**config.mk**
```make
export PLATFORM = sky130hd
export DESIGN_NAME = sipo_deserializer
export DESIGN_NICKNAME = d
export VERILOG_FILES = /design/src/rtl/sipo_deserializer.sv
export SDC_FILE = /design/constraint.sdc
export NUM_CORES = 1
export LEC_CHECK = 0
export ABC_AREA = 1
export CORE_ASPECT_RATIO = 1.1
export CORE_MARGIN = 8
export CORE_UTILIZATION = 45
export CTS_CLUSTER_SIZE = 16
export DETAILED_ROUTE_END_ITERATION = 10
export PLACE_DENSITY = 0.68
export SLEW_MARGIN = 30
export SYNTH_ARGS = -nofsm -noshare
export SYNTH_HDL_FRONTEND = slang
export SYNTH_SLANG_ARGS = --single-unit
```
**constraint.sdc**
```tcl
create_clock -name CK -period 1.48 [get_ports CK]
set_input_delay 0.148 -clock CK [delete_from_list [all_inputs] [get_ports CK]]
set_output_delay 0.148 -clock CK [all_outputs]
set_load 0.02 [all_outputs]
```
**src/rtl/sipo_deserializer.sv**
```systemverilog
// rtl/sipo_deserializer.sv - serial-in/parallel-out receiver with double-buffered VLD/RDY output
// Optional even-parity bit after each word: define SIPO_PARITY_EN.
module sipo_deserializer #(
  parameter int C_NUM_BITS = 24,
  parameter int C_CNT_W    = $clog2(C_NUM_BITS + 1)
) (
  input  logic                  CK,
  input  logic                  RN,
  input  logic                  CLR,
  input  logic                  SEN,
  input  logic                  SDI,
  input  logic                  DIR,
  input  logic                  RDY,
  output logic [C_NUM_BITS-1:0] Q,
  output logic                  VLD,
  output logic                  OVF,
  output logic                  BUSY,
  output logic [C_CNT_W-1:0]    CNT,
  output logic                  PERR
);

`ifdef SIPO_PARITY_EN
  typedef enum logic [1:0] {S_IDLE, S_RECV, S_PAR} state_t;
`else
  typedef enum logic [1:0] {S_IDLE, S_RECV} state_t;
`endif

  localparam logic [C_CNT_W-1:0] LAST_DATA = C_CNT_W'(C_NUM_BITS - 1);

  state_t                state_q, state_d;
  logic [C_NUM_BITS-1:0] sreg_q, sreg_d;
  logic [C_NUM_BITS-1:0] q_q, q_d;
  logic                  vld_q, vld_d;
  logic                  ovf_q, ovf_d;
  logic [C_CNT_W-1:0]    cnt_q, cnt_d;
  logic                  dir_q, dir_d;
  logic [C_NUM_BITS-1:0] shifted;
  logic [C_NUM_BITS-1:0] word;
  logic                  complete;
`ifdef SIPO_PARITY_EN
  logic                  perr_q, perr_d;
  logic                  par_bad;
`endif

  // dir=1 shifts right (LSB-first), dir=0 shifts left (MSB-first)
  function automatic logic [C_NUM_BITS-1:0] shift_in(
    input logic [C_NUM_BITS-1:0] cur,
    input logic                  lsb_first,
    input logic                  bit_in
  );
    if (lsb_first) shift_in = {bit_in, cur[C_NUM_BITS-1:1]};
    else           shift_in = {cur[C_NUM_BITS-2:0], bit_in};
  endfunction

  always_comb begin
    state_d  = state_q;
    sreg_d   = sreg_q;
    q_d      = q_q;
    vld_d    = vld_q;
    ovf_d    = ovf_q;
    cnt_d    = cnt_q;
    dir_d    = dir_q;
    complete = 1'b0;
    // the first bit of a word uses the live DIR, later bits the latched one
    shifted  = shift_in(sreg_q, (state_q == S_IDLE) ? DIR : dir_q, SDI);
    word     = shifted;
`ifdef SIPO_PARITY_EN
    perr_d   = perr_q;
    par_bad  = 1'b0;
`endif

    if (vld_q && RDY) vld_d = 1'b0;

    case (state_q)
      S_IDLE: begin
        if (SEN) begin
          dir_d   = DIR;
          sreg_d  = shifted;
          cnt_d   = C_CNT_W'(1);
          state_d = S_RECV;
        end
      end
      S_RECV: begin
        if (SEN) begin
          if (cnt_q == LAST_DATA) begin
`ifdef SIPO_PARITY_EN
            sreg_d  = shifted;
            cnt_d   = cnt_q + C_CNT_W'(1);
            state_d = S_PAR;
`else
            complete = 1'b1;
            word     = shifted;
`endif
          end else begin
            sreg_d = shifted;
            cnt_d  = cnt_q + C_CNT_W'(1);
          end
        end
      end
`ifdef SIPO_PARITY_EN
      S_PAR: begin
        if (SEN) begin
          complete = 1'b1;
          word     = sreg_q;
          par_bad  = (^sreg_q) ^ SDI;
        end
      end
`endif
      default: state_d = S_IDLE;
    endcase

    if (complete) begin
      // a consumer taking the old word on this edge frees the holding register
      if (!vld_q || RDY) begin
        q_d    = word;
        vld_d  = 1'b1;
`ifdef SIPO_PARITY_EN
        perr_d = par_bad;
`endif
      end else begin
        ovf_d = 1'b1;
      end
      cnt_d   = '0;
      sreg_d  = '0;
      state_d = S_IDLE;
    end

    if (CLR) begin
      state_d = S_IDLE;
      sreg_d  = '0;
      q_d     = '0;
      vld_d   = 1'b0;
      ovf_d   = 1'b0;
      cnt_d   = '0;
      dir_d   = 1'b0;
`ifdef SIPO_PARITY_EN
      perr_d  = 1'b0;
`endif
    end
  end

  always_ff @(posedge CK or negedge RN) begin
    if (!RN) begin
      state_q <= S_IDLE;
      sreg_q  <= '0;
      q_q     <= '0;
      vld_q   <= 1'b0;
      ovf_q   <= 1'b0;
      cnt_q   <= '0;
      dir_q   <= 1'b0;
`ifdef SIPO_PARITY_EN
      perr_q  <= 1'b0;
`endif
    end else begin
      state_q <= state_d;
      sreg_q  <= sreg_d;
      q_q     <= q_d;
      vld_q   <= vld_d;
      ovf_q   <= ovf_d;
      cnt_q   <= cnt_d;
      dir_q   <= dir_d;
`ifdef SIPO_PARITY_EN
      perr_q  <= perr_d;
`endif
    end
  end

  assign Q    = q_q;
  assign VLD  = vld_q;
  assign OVF  = ovf_q;
  assign BUSY = (state_q != S_IDLE);
  assign CNT  = cnt_q;
`ifdef SIPO_PARITY_EN
  assign PERR = perr_q;
`else
  assign PERR = 1'b0;
`endif

endmodule

```
[Yosys cells after proc, flatten, opt, wreduce, memory -nomap -nowiden]
Index checks and enable logic that the tools add are counted.
Operators by class
  add/subtract/negate cells: 1
  multipliers: 0
  div/mod/pow operators: 0
  magnitude comparators: 0
  eq/ne operators: 7
  shift-type cells: 0
  multiplexer cells: 34
  bitwise gates (word level): 0
  reductions and logical operators: 15
Operator list (count)
  24-bit 2-to-1 mux: 9
  24-bit one-hot mux with 2 select lines: 1
  5-bit 2-to-1 mux: 5
  1-bit 2-to-1 mux: 14
  4-bit != test, second input constant: 3
  5-bit one-hot mux with 2 select lines: 1
  2-bit nonzero test: 5
  2-bit AND reduction: 4
  2-bit 2-to-1 mux: 3
  5-bit by 1-bit adder with 5-bit output, second input constant: 1
  5-bit == test, second input constant: 1
  2-bit one-hot mux with 2 select lines: 1
  4-bit AND reduction: 1
  4-bit nonzero test: 1
  3-bit != test, second input constant: 1
  2-bit by 1-bit == test with 1-bit output, second input constant: 1
  2-bit logical NOT: 1
  2-bit != test, second input constant: 1
  1-bit logical AND: 1
  1-bit logical NOT: 1
  1-bit logical OR: 1
Storage, ports and cells
  bits in registers: 58
  bits in latches: 0
  RAM bits: 0
  bits in read-only memories: 0
  input port bits: 7
  word-level logic and storage cells: 64
  memories: 0

[Longest topological paths before layout]
  depth after elaboration: 8
  gate-level depth with buffers: 8
  mapped depth without buffers: 7

[Worst setup path before layout]
Ideal clock, no wire load.
  path type: register to register
  start: register cnt_q[0] (netlist: CNT[0])
  end: register sreg_q[13]
  library setup time: 0.127 ns
  arrival: 1.386 ns
  required time: 1.353 ns
  path slack: -0.033 ns
  cell stages (with the launch flop): 8
  clock period less this slack: 1.513 ns
  cell sequence: dfrtp_1 > ha_1 > nand2_1 > nor2_2 > nand2_1 > nand2_4 > clkbuf_2 > o21ai_0
On the way
  longest elaborated chain between the ends: 6
  elaborated cells between the ends (all ways): 11
  those cells by class: 4 x eq/ne; 5 x mux; 2 x reduce/logical
Ends and longest elaborated chain
  start: declaration: RTL line 35  | logic [C_CNT_W-1:0] cnt_q, cnt_d;
  start signal: assignment: RTL line 160  | cnt_q <= cnt_d;
  5-bit == test (*): RTL line 85  | if (cnt_q == LAST_DATA) begin
  1-bit 2-to-1 mux: RTL line 85
  1-bit 2-to-1 mux: RTL line 84  | if (SEN) begin
  1-bit 2-to-1 mux: RTL line 74  | case (state_q)
  4-bit != test (no source line) (tied with other cells)
  4-bit AND reduction (no source line) or 24-bit 2-to-1 mux (tied branches)
  end signal: assignment: RTL line 156  | sreg_q <= sreg_d;
  end: declaration: RTL line 31  | logic [C_NUM_BITS-1:0] sreg_q, sreg_d;
Every way passes the cells marked *; elsewhere a longest branch is shown, timed or not.
A chain may end at the register's enable or synchronous reset.

[Worst setup path after layout]
  start: register q_q[0] (netlist: Q[0])
  end: output Q[0]
RTL lines
  start: declaration: RTL line 32  | logic [C_NUM_BITS-1:0] q_q, q_d;
  start signal: assignment: RTL line 157  | q_q <= q_d;
  end: declaration: RTL line 14  | output logic [C_NUM_BITS-1:0] Q,
No word-level cell between the ends.

==> key figures <==
Outcome
  • Status: finished clean

Setup path
  • CP Launch Type: flop
  • Crit. End Element: primary output
  • Worst path bufs/invs: 1
  • CP cell instances: clkdlybuf4s50_1
  • Worst EP required: 1.33 ns
  • Critical R2R Launch: CNT[1]
  • Worst r2r dst: CNT[3]
  • Critical path class: reg2out
  • CP peak stage delay: 0.61 ns
  • Crit path max-delay family: buffers and inverters
  • R2r worst-path depth: 7
  • Crit Path Max Fanout: 2
  • R2r setup slk: 0.08 ns
  • CP Data Arrival Time: roughly 1.3 ns
  • Slowest CP cell: clkdlybuf4s50_1

Global route
  • Vias in the first global route: about 2800
  • Initial antenna violation count: 0
  • Largest net degree at the start of global routing: 58
  • First-pass GRT wire length: 12830 um
  • Remaining global-route overflow: 0
  • Gr usage total: 0.1643

STA
  • Peak Freq: a little under 700 MHz
  • Tmin final: between 1 and 1.5 ns
  • Pins Over Slew Limit: 0
  • Final setup fails: 0
  • Final Hold Fails: 0
  • Setup Skew: 0.005647 ns
  • Period utilization: 0.9738

Clocking
  • Clock root buffer: clkbuf_8
  • CTS sink count: 57
  • Cts bufs inserted: 9
  • Reg clk slew, reported paths: 0.06 ns
  • H-tree depth: 3
  • CTS tree: built
  • Worst-Skew Late Latency: about 0.33 ns
  • CTS Buffer Depth: 2

Synthesis
  • Mapped Area: 3114 um^2
  • #FFs+latches synth: 57
  • Net Count, Synth: 413
  • Warning count from the yosys run: 0
  • Syn Area/Cell: roughly 7.7 um^2
  • Synth cell types: 27
  • Sequential area share after synthesis: 0.4580
  • Cell count after synthesis: 405

Placed design
  • Gpl congestion: 0.8304
  • Post-DP HPWL: 4776 um
  • Cells after DPL: 520
  • Port Buffers: 38

Route
  • M1 WL: approximately 3400 um
  • DR top layer: met4
  • Drt via density: 5.227
  • Vias: ~2800
  • Routed WL per cell: around 14 um
  • Met2 wire len: 3317 um
  • 1st-iter DRT viols: 191
  • DRC violations left: 0
  • Final ANT Viol Nets: 0
  • Drt first pass iters: 5
  • Routed met3 length: 528 um
  • Total routed wirelength: 7332 um

Final layout
  • Fill count: approximately 640
  • Fin cells: 537
  • Area growth syn-to-layout: 22.74%
  • Layout cell share with drive strength beyond 1: 0.1062
  • Antenna fix cells: 0
  • Fin util: 0.5583
  • Nets: 455

Job
  • # Max-Cap Violations: 0

Power and ir drop
  • Peak VDD IR: 0.6264 mV
  • P per Cell Area: 1105 nW/um^2
  • Pleak: about 2.1 nW

Die
  • IO Count: 40
  • Die H: 103.3 um
  • Core area: 6847 um^2
  • Die Area: 9842 um^2
  • Row count: 32
  • Initial Util: 0.4549
  • Die W: 95.32 um

Min path
  • Worst Hold Class: in2async
-- synthesized netlist by cell type --
cell type	n	area (um^2)
nand2_1	116	435.4
clkbuf_8	10	137.6
clkbuf_4	2	15.01
inv_1	32	120.1
nand4_1	1	6.260
buf_2	3	15.01
o22ai_1	1	6.260
ha_1	1	12.51
and3_1	1	6.260
nand2_4	4	45.04
nand3_2	1	10.01
clkbuf_1	1	3.750
clkbuf_2	2	10.01
nor2_4	1	11.26
buf_6	4	45.04
dfrtp_1	57	1426
a21oi_1	3	15.01
buf_1	2	7.510
buf_4	2	15.01
inv_2	1	3.750
nor3_1	1	5.000
conb_1	1	3.750
nand3_1	100	500.5
nor2_1	28	105.1
inv_4	1	6.260
nor2_2	1	6.260
o21ai_0	28	140.1
-- placed cells by master, fill, tap and decap left out, types with 2 or more instances in the layout --
| cell | n |
|---|---|
| clkdlybuf4s50_1 | 18 |
| buf_6 | 2 |
| clkinv_2 | 2 |
| nor2_1 | 28 |
| a21oi_1 | 3 |
| o21ai_1 | 4 |
| nor2_4 | 2 |
| clkbuf_8 | 13 |
| dfrtp_2 | 2 |
| buf_12 | 4 |
| inv_1 | 31 |
| inv_2 | 2 |
| nand3_1 | 100 |
| o21ai_0 | 24 |
| buf_4 | 12 |
| nand2_1 | 115 |
| nand2_8 | 4 |
| dlygate4sd2_1 | 6 |
| dlymetal6s2s_1 | 13 |
| dfrtp_1 | 55 |
-- cells by family (layout without fill, tap and decap cells) --
kind of cell    count (synthesis)  after routing  synth area share
simple gates                  254            254            0.3632
buf+inv                        60            107            0.1217
flops                          57             57            0.4580
compound gates                 32             32           0.05183
fa+ha+maj                       1              1          0.004017
other cells                     1              1          0.001204
-- layer usage --
layer / vias up / global-route usage
met5: - / 0
met4: 0 / 0.07452
met3: 10 / 0.03755
met2: 97 / 0.2600
met1: 1313 / 0.2090
li1: 1387 / -
-- power by group --
group          switching [mW]  total [mW]  internal (mW)  leakage (nW)
sequential             0.0873        1.80           1.72         0.762
clock                   0.608        1.39          0.786         0.102
combinational           0.628        1.02          0.397          1.23
-- flip-flops by register name, summed over array words and instances, names as in the netlist --
signal and flops:
dir_q 1, CNT 5, Q 24, state_q 1, VLD 1, sreg_q 24
OVF 1
-- area by class of cell --
class                      count  area, um^2  share of cell area
clock buffer                  14       182.7             0.04779
clock inverter                 2       10.01            0.002619
inverter                      34       130.1             0.03404
multi-input combinational    288        1361              0.3561
sequential                    57        1429              0.3738
tap                           85       106.4             0.02782
timing repair buffer          57       603.1              0.1578
-- per-stage QoR --
step           power (mW)  hold WS [ns]  setup WS [ns]  setup TNS (ns)  instance area, um^2
3_5_place_dp        2.851        0.1760       -0.02842        -0.03709                 3535
5_1_grt             4.476        0.3620     -0.0008686       -0.002105                 3822
3_3_place_gp        2.843        0.1771        0.03254               0                 3535
6_report            4.224        0.3257        0.03879               0                 3822
2_1_floorplan       2.513       -0.1476        0.04459               0                 3117
4_1_cts             4.236        0.3622       0.002498               0                 3730
-- repair_timing --
| action | in CTS | in global routing |
|---|---|---|
| endpoints found under the hold margin | 57 | 0 |
| resized for setup | 6 | 28 |
| hold buffers | 1 | 0 |
| pin swaps | 0 | 2 |
| setup buffers | 0 | 0 |
| setup endpoints to repair | 7 | 64 |
-- worst max path at each step --
stage            from          to  slack, ns  cells past startpoint
2_1_floorplan  CNT[0]  sreg_q[13]       0.04                      7
3_3_place_gp      CLR  sreg_q[21]       0.03                      6
3_5_place_dp      CLR   sreg_q[6]      -0.03                      6
4_1_cts        CNT[1]   sreg_q[6]      0.002                      6
5_1_grt        CNT[1]       Q[20]    -0.0009                      7
6_report         Q[0]        Q[0]       0.04                      1
Power figures use the tool's default switching activity.
